$ cat src/rtl/print_pkg.sv
// Shared constants and FSM state type for the print memory write-port arbiter.
package print_pkg;

  localparam int DEPTH = 700;
  localparam int COLS  = 35;

  localparam logic [7:0]  FILL_CHAR  = 8'h20;
  localparam logic [7:0]  NEWLINE    = 8'h0A;
  localparam logic [31:0] BLANK_WORD = {24'h0, FILL_CHAR};

  typedef enum logic [1:0] {
    IDLE  = 2'd0,
    CLEAR = 2'd1,
    DONE  = 2'd2
  } state_e;

endpackage

$ cat src/rtl/print_cursor.sv
// Console cursor and column tracking: advance on characters, jump to the next
// row on newline, wrap at the end of the screen, and zero when a clear completes.
module print_cursor #(
  parameter int DEPTH = print_pkg::DEPTH,
  parameter int COLS  = print_pkg::COLS,
  parameter int CW    = $clog2(DEPTH)
) (
  input  logic          clk,
  input  logic          rst_n,
  input  logic          adv,
  input  logic          zero,
  input  logic [7:0]    chr,
  output logic [CW-1:0] cursor
);
  import print_pkg::*;

  localparam int          LW      = $clog2(COLS);
  localparam logic [CW:0] COLS_X  = (CW+1)'(COLS);
  localparam logic [CW:0] DEPTH_X = (CW+1)'(DEPTH);

  logic [LW-1:0] column;
  logic [CW:0]   nl_sum;

  // Cursor position after a newline: start of the next row, one bit wider to catch overflow
  always_comb begin
    nl_sum = {1'b0, cursor} + COLS_X - (CW+1)'(column);
  end

  // Cursor/column state update
  always_ff @(posedge clk or negedge rst_n) begin
    if (!rst_n) begin
      cursor <= '0;
      column <= '0;
    end else if (zero) begin
      cursor <= '0;
      column <= '0;
    end else if (adv) begin
      if (chr == NEWLINE) begin
        column <= '0;
        cursor <= (nl_sum >= DEPTH_X) ? '0 : nl_sum[CW-1:0];
      end else begin
        column <= (column == LW'(COLS - 1)) ? '0 : column + LW'(1);
        cursor <= (cursor == CW'(DEPTH - 1)) ? '0 : cursor + CW'(1);
      end
    end
  end

endmodule

$ cat src/rtl/print_mem_arbiter.sv
// Print memory write-port owner: arbitrates CPU stores against the console
// character stream (round-robin) and runs a full-screen clear engine.
// Optional build macro PRINT_ARB_BOUNDS_EN drops CPU stores beyond the last
// word and raises a sticky err flag; without it err is tied low.
module print_mem_arbiter #(
  parameter int         DEPTH     = print_pkg::DEPTH,
  parameter int         COLS      = print_pkg::COLS,
  parameter logic [7:0] FILL_CHAR = print_pkg::FILL_CHAR,
  parameter int         CW        = $clog2(DEPTH)
) (
  input  logic          clk,
  input  logic          rst_n,
  input  logic          cpu_valid,
  output logic          cpu_ready,
  input  logic [13:0]   cpu_addr,
  input  logic [31:0]   cpu_wdata,
  input  logic          chr_valid,
  output logic          chr_ready,
  input  logic [7:0]    chr_data,
  input  logic          clr_start,
  output logic          busy,
  output logic          clr_done,
  output logic [CW-1:0] cursor,
  output logic          mem_we,
  output logic [13:0]   mem_a,
  output logic [31:0]   mem_wd,
  output logic          err
);
  import print_pkg::*;

  localparam logic [31:0] BLANK = {24'h0, FILL_CHAR};

  state_e        state_q, state_d;
  logic [CW-1:0] clr_idx_q, clr_idx_d;
  logic          clr_last;
  logic          last_cpu_q;
  logic          cpu_hs, chr_hs, oob;
  logic          we_d;
  logic [13:0]   a_d;
  logic [31:0]   wd_d;

  assign clr_last = (clr_idx_q == CW'(DEPTH - 1));

`ifdef PRINT_ARB_BOUNDS_EN
  assign oob = (32'(cpu_addr[13:2]) >= DEPTH);
`else
  assign oob = 1'b0;
`endif

  // State register plus every registered output and the round-robin pointer
  always_ff @(posedge clk or negedge rst_n) begin
    if (!rst_n) begin
      state_q    <= IDLE;
      clr_idx_q  <= '0;
      last_cpu_q <= 1'b0;
      busy       <= 1'b0;
      clr_done   <= 1'b0;
      mem_we     <= 1'b0;
      mem_a      <= '0;
      mem_wd     <= '0;
    end else begin
      state_q   <= state_d;
      clr_idx_q <= clr_idx_d;
      busy      <= (state_d != IDLE);
      clr_done  <= (state_d == DONE);
      mem_we    <= we_d;
      mem_a     <= a_d;
      mem_wd    <= wd_d;
      if (cpu_hs)      last_cpu_q <= 1'b1;
      else if (chr_hs) last_cpu_q <= 1'b0;
    end
  end

  // Next-state logic: clear sweeps DEPTH words, then one DONE cycle
  always_comb begin
    state_d = state_q;
    case (state_q)
      IDLE:    if (clr_start) state_d = CLEAR;
      CLEAR:   if (clr_last)  state_d = DONE;
      DONE:    state_d = IDLE;
      default: state_d = IDLE;
    endcase
  end

  // Output logic: readies, handshakes and the next memory-port values
  always_comb begin
    cpu_ready = (state_q == IDLE) && !clr_start && cpu_valid && (!chr_valid || !last_cpu_q);
    chr_ready = (state_q == IDLE) && !clr_start && chr_valid && (!cpu_valid ||  last_cpu_q);
    cpu_hs    = cpu_valid && cpu_ready;
    chr_hs    = chr_valid && chr_ready;
    we_d      = 1'b0;
    a_d       = mem_a;
    wd_d      = mem_wd;
    clr_idx_d = clr_idx_q;
    case (state_q)
      IDLE: begin
        if (clr_start) begin
          we_d      = 1'b1;
          a_d       = '0;
          wd_d      = BLANK;
          clr_idx_d = '0;
        end else if (cpu_hs) begin
          we_d = !oob;
          a_d  = cpu_addr;
          wd_d = cpu_wdata;
        end else if (chr_hs && (chr_data != NEWLINE)) begin
          we_d = 1'b1;
          a_d  = 14'({cursor, 2'b00});
          wd_d = {24'h0, chr_data};
        end
      end
      CLEAR: begin
        if (!clr_last) begin
          clr_idx_d = clr_idx_q + CW'(1);
          we_d      = 1'b1;
          a_d       = 14'({clr_idx_q + CW'(1), 2'b00});
          wd_d      = BLANK;
        end
      end
      default: ;
    endcase
  end

`ifdef PRINT_ARB_BOUNDS_EN
  // Sticky out-of-range flag, cleared when a clear starts
  always_ff @(posedge clk or negedge rst_n) begin
    if (!rst_n)                            err <= 1'b0;
    else if (state_q == IDLE && clr_start) err <= 1'b0;
    else if (cpu_hs && oob)                err <= 1'b1;
  end
`else
  assign err = 1'b0;
`endif

  print_cursor #(
    .DEPTH (DEPTH),
    .COLS  (COLS),
    .CW    (CW)
  ) u_cursor (
    .clk    (clk),
    .rst_n  (rst_n),
    .adv    (chr_hs),
    .zero   ((state_q == CLEAR) && clr_last),
    .chr    (chr_data),
    .cursor (cursor)
  );

endmodule
$ cat config.mk
export PLATFORM = sky130hd
export DESIGN_NAME = print_mem_arbiter
export DESIGN_NICKNAME = d
export VERILOG_FILES = /design/src/rtl/print_pkg.sv /design/src/rtl/print_cursor.sv /design/src/rtl/print_mem_arbiter.sv
export SDC_FILE = /design/constraint.sdc
export NUM_CORES = 1
export LEC_CHECK = 0
export ABC_AREA = 1
export ABC_CLOCK_PERIOD_IN_PS = 7400
export BUFFER_PORTS_ARGS = -buffer_cell sky130_fd_sc_hd__buf_4
export CAP_MARGIN = 40
export CORE_UTILIZATION = 50
export DETAILED_ROUTE_END_ITERATION = 7
export PLACE_DENSITY = 0.81
export SYNTH_ARGS = -nofsm -noshare
export SYNTH_HDL_FRONTEND = slang
export SYNTH_SLANG_ARGS = --single-unit
$ cat constraint.sdc
create_clock -name clk -period 7.4 [get_ports clk]
set_input_delay 1.11 -clock clk [delete_from_list [all_inputs] [get_ports clk]]
set_output_delay 1.11 -clock clk [all_outputs]
set_load 0.01 [all_outputs]
# --- Yosys cells after proc, flatten, opt, wreduce, memory -nomap -nowiden ---
# Index checks and enable logic that the tools add are counted.
op_classes:
  n_mux: 32
  n_reduce_logical: 22
  n_lt_le_gt_ge: 1
  eq_ne: 10
  add_sub_neg: 5
ops:
  columns: ["operator", "count"]
  rows:
  - ["32-bit 2-to-1 mux", 4]
  - ["10-bit 2-to-1 mux", 7]
  - ["32-bit case mux with 2 select lines", 1]
  - ["14-bit 2-to-1 mux", 4]
  - ["14-bit case mux with 2 select lines", 1]
  - ["6-bit 2-to-1 mux", 4]
  - ["10-bit by 1-bit adder with 10-bit output, second input constant", 2]
  - ["10-bit == test, second input constant", 2]
  - ["10-bit case mux with 2 select lines", 1]
  - ["10-bit by 6-bit adder with 11-bit output, second input constant", 1]
  - ["11-bit by 10-bit greater-or-equal comparator with 1-bit output, second input constant", 1]
  - ["11-bit by 6-bit subtractor with 11-bit output", 1]
  - ["1-bit logical AND", 9]
  - ["8-bit by 4-bit == test with 1-bit output, second input constant", 1]
  - ["8-bit by 4-bit != test with 1-bit output, second input constant", 1]
  - ["2-bit nonzero test", 4]
  - ["6-bit by 1-bit adder with 6-bit output, second input constant", 1]
  - ["6-bit == test, second input constant", 1]
  - ["1-bit 2-to-1 mux", 6]
  - ["3-bit AND reduction", 2]
  - ["1-bit logical NOT", 4]
  - ["2-bit 2-to-1 mux", 2]
  - ["2-bit != test, second input constant", 2]
  - ["4-bit by 3-bit != test with 1-bit output, second input constant", 1]
  - ["6 further kinds", 7]
totals:
  word_cells: 80
  reg_bits: 78

# --- Longest topological paths before layout ---
logic_depth:
  ltp_word: 10
  mapped_depth: 18
  ltp_nobuf: 18

# --- Hierarchy ---
# A second synthesis with hierarchy kept.
unflattened:
  cells_unflattened: 701
  hier_area_um2: 4932.2
modules_own_cells:
  columns: ["mod", "area_each_um2", "cells_per_inst", "seq_area_each_um2", "instances"]
  rows:
  - ["print_mem_arbiter", 3191.8, 434, 1551.5, 1]
  - ["print_cursor", 1740.4, 267, 400.4, 1]

# --- Worst setup path before layout ---
# No wires, ideal clock.
synth_timing:
  path_kind: "input -> output"
  startpoint: "input cpu_valid"
  endpoint: "output cpu_ready"
  arrival_ps: 1891
  required_time_ps: 6290
  n_path_buf: 1
  stages: 5
  setup_slack_ps: 4399
  path_cell_list: "inv_1 > a21oi_1 > nand2_1 > clkinv_1 > clkbuf_1"
synth_via:
  elab_chain_len: 2
synth_rtl:
  columns: ["element", "line_no", "source"]
  rows:
  - ["start: declaration", "print_mem_arbiter.sv:13", "input logic cpu_valid,"]
  - ["1-bit logical AND (2 in a row)", "print_mem_arbiter.sv:87", "cpu_ready = (state_q == IDLE) && !clr_start && cpu_valid && (!chr_valid || !last_cpu_q);"]
  - ["end: declaration", "print_mem_arbiter.sv:14", "output logic cpu_ready,"]
# Every way passes these cells.

# --- Worst setup path after layout ---
# Ends and elaborated chain as after synthesis.

==> flow_metrics.tcl <==
set metrics [dict create \
    critPathMaxFanout 14 \
    post-cts-setup-buffers 0 \
    period_needed_ns 3.31 \
    rsz0062_at_grt "no" \
    synth_compound_area_share_pct 12.7 \
    syn_avg_cell_area_um2 7.86 \
    cp_slowest_cell "nand2_1" \
    max_freq_ghz 0.302 \
    worst_hold_path_type "flip-flop to flip-flop" \
    crit_chain "buf_4 -> inv_1 -> a21oi_1 -> nand2_1 -> clkinv_1 -> buf_4" \
    gp_congestion 0.944 \
    overflow 0 \
    muxShareOfSynthArea_pct 0 \
    worstSetupEndpointType "output port" \
    skew_ns 0.0118 \
    clock-sinks 78 \
    grt_pass1_vias 4119 \
    die_area_um2 9410 \
    max_stage_delay_ns 0.39 \
    leakagePower_nw 3.02 \
    critical_path_class "primary input to output port" \
    io_buffers 119 \
    total_power_w 0.000838 \
    clockBufferDepth 2 \
    cp.required_ns 6.29 \
    drt_first_iter_violations 283 \
    area_growth_pct 26.2 \
    fin_area_um2 5690 \
    r2r_cells 15 \
    die_h_um 97.0 \
    row_count 34 \
    yosys.area_share.simple_pct 28.3 \
    timing_hold_violations_final 0 \
    synth_xor_area_share_pct 1.33 \
    crit_arrival_ns 2.20 \
    p_int_w 0.000646 \
    hold_slack_ns 0.504 \
    yosys_warnings 0 \
    p_per_area_nw_per_um2 147 \
    netlist_area_um2 4510 \
    cts_tree "yes" \
    synth_top_family_by_area "simple AND/OR/NAND/NOR gates" \
    hold_depth 2 \
    ys_ff_latch 78 \
    final_max_slew_viol_count 0 \
    core_um2 8720 \
    io_pins 121 \
    power.switching_w 0.000191 \
    h-tree-depth 3 \
    ys_types 41 \
    insertion_delay_ns 0.36 \
    diodes 0 \
    die_width_um 97.0 \
    synth_top_area_share_pct 43.3 \
    placed_area_um2 5480 \
    outcome "finished, final reports clean" \
    synth.top_cells.by_area "dfrtp_1 (43%), nand2_1 (12%), nand3_1 (7.5%)" \
    irDropWorstVdd_uv 106 \
    synthFlopType "dfrtp_1" \
    hold_end "mem_wd[22]" \
    r2r_end "u_cursor.cursor[9]" \
    worstHoldStart "mem_wd[22]" \
    cts_made_buffers 9 \
    dr_total_vias 4404 \
    via_per_inst 5.49 \
    synth_adder_area_share_pct 6.82 \
    drtPass1Iterations 5 \
    grt.total_usage_pct 26.3 \
    synth-edff-count 0 \
    async_flop_share_pct 100 \
    postSynthCellCount 574 \
    fin_util_pct 65.3 \
    dp_hpwl_mm 8.85 \
    worst_pin_slew_ns 0.663 \
    reg2reg_setup_slack_ns 4.68 \
    drc 0 \
    post_cts_resized 0 \
    nNetsFinal 772 \
    start_kind "primary input" \
    pwr-share-clk_pct 41.6 \
    start_util_pct 51.7 \
    tns_ns 0 \
    setup_viol 0 \
    max_slew_margin_pct 55.6 \
    crit_top_cell "buf_4" \
    cap_viol_max_count 0 \
    grt_pass1_wl_mm 20.0 \
    wl_per_cell_um 14.8 \
    p_sw_share_pct 22.9 \
    antenna_found_initial 0 \
    synth_nets 657 \
    combinationalPowerShare_pct 7.1 \
    cts_hold_buf 0 \
    yosysTopAreaCell "dfrtp_1" \
    r2r_start "u_cursor.cursor[2]" \
    drt_wl_total_mm 11.9 \
    cts.clk_slew.worst_paths_ns 0.08 \
    grt_start_max_net_pins 64 \
    ant_nets 0 \
    period_share_pct 44.7 \
    pwr-share-seq_pct 51.3 \
    drive_above_1_share_pct 22.9 \
    seq_area_frac_synth_pct 43.3 \
    cts-root-buf "clkbuf_8" \
]
stage by stage:
| stage | worst slack [ns] | instances |
|---|---|---|
| 2_1_floorplan | 4.40 | 574 |
| 3_3_place_gp | 3.72 | 783 |
| 3_5_place_dp | 4.12 | 786 |
| 4_1_cts | 4.11 | 802 |
| 5_1_grt | 3.98 | 802 |
| 6_report | 4.09 | 802 |
kinds of logic (layout without fill, tap and decap cells):
logic type | after synthesis | count (layout)
buffers and inverters | 78 | 198
adder cells (fa/ha/maj) | 24 | 24
XOR/XNOR | 6 | 6
AND/OR/NAND/NOR | 290 | 290
flip-flops | 78 | 78
AO/OA/AOI/OAI | 97 | 97
other | 1 | 1
synth_stat cells (all sizes together) (11+ instances only):
library cell and number:
a21oi 35, a31oi 11, buf 14, dfrtp 78, ha 23, inv 56
nand2 149, nand3 68, nand4 12, nor2 51, o21ai 41
state kept, by name, indices dropped and copies added (netlist names):
signal and cells:
clr_idx_q 10, last_cpu_q 1, mem_a 14, u_cursor.column 6
clr_done 1, mem_wd 32, busy 1, mem_we 1
u_cursor.cursor 10, state_q 2
cell type report:
type / count / area, µm²
clock inverter: 6 / 86.3
sequential: 78 / 1950
inverter: 59 / 221
tap: 108 / 135
clock buffer: 10 / 128
fill: 747 / 3030
timing repair buffer: 123 / 951
multi-input combinational: 418 / 2220
critical path: cells and delay by family:
family / cells / cell delay (ns)
AO/OA/AOI/OAI: 1 / 0.07
buffers and inverters: 4 / 0.62
AND/OR/NAND/NOR: 1 / 0.39
how the worst max path moves through the flow:
stage	slack, ns	endpoint	startpoint
after floorplan	4.40	cpu_ready	cpu_valid
after global placement	3.72	cpu_ready	cpu_valid
after detailed placement	4.12	cpu_ready	cpu_valid
after CTS	4.11	cpu_ready	cpu_valid
after global routing	3.98	cpu_ready	cpu_valid
final	4.09	cpu_ready	cpu_valid
power groups by stage:
stage	Combinational [W]	Clock, W	Sequential, W
floorplan	0.0000192	0	0.000438
global placement	0.0000566	0	0.000438
detailed placement	0.0000599	0	0.000438
CTS	0.0000602	0.000351	0.000429
global route	0.0000668	0.000371	0.000430
finish	0.0000598	0.000349	0.000429
metal layers:
layer	GRT usage [%]	wire length, µm
met3	3.76	759
met4	11.5	289
met5	0	0
met2	42.7	5780
met1	35.1	5060
cell usage in the layout, fill, tap and decap left out, types with 2 or more instances in the layout:
master,Yosys,routed
nand2_1,145,145
buf_4,2,121
dfrtp_1,78,78
nand3_1,68,68
inv_1,54,54
nor2_1,48,48
o21ai_0,38,38
a21oi_1,33,33
ha_1,23,23
nand4_1,12,12
clkbuf_8,0,9
a31oi_1,6,6
a31oi_2,5,5
nor3_1,5,5
xor2_1,4,4
clkinv_1,3,3
o22ai_1,3,3
o21ai_1,3,3
nor2_4,2,2
inv_2,2,2
nand2_4,2,2
o211ai_1,2,2
or2_2,2,2
nor4_1,2,2
a21oi_2,2,2
clkinv_2,0,2
bufinv_16,0,2
Power figures use the tool's default switching activity.
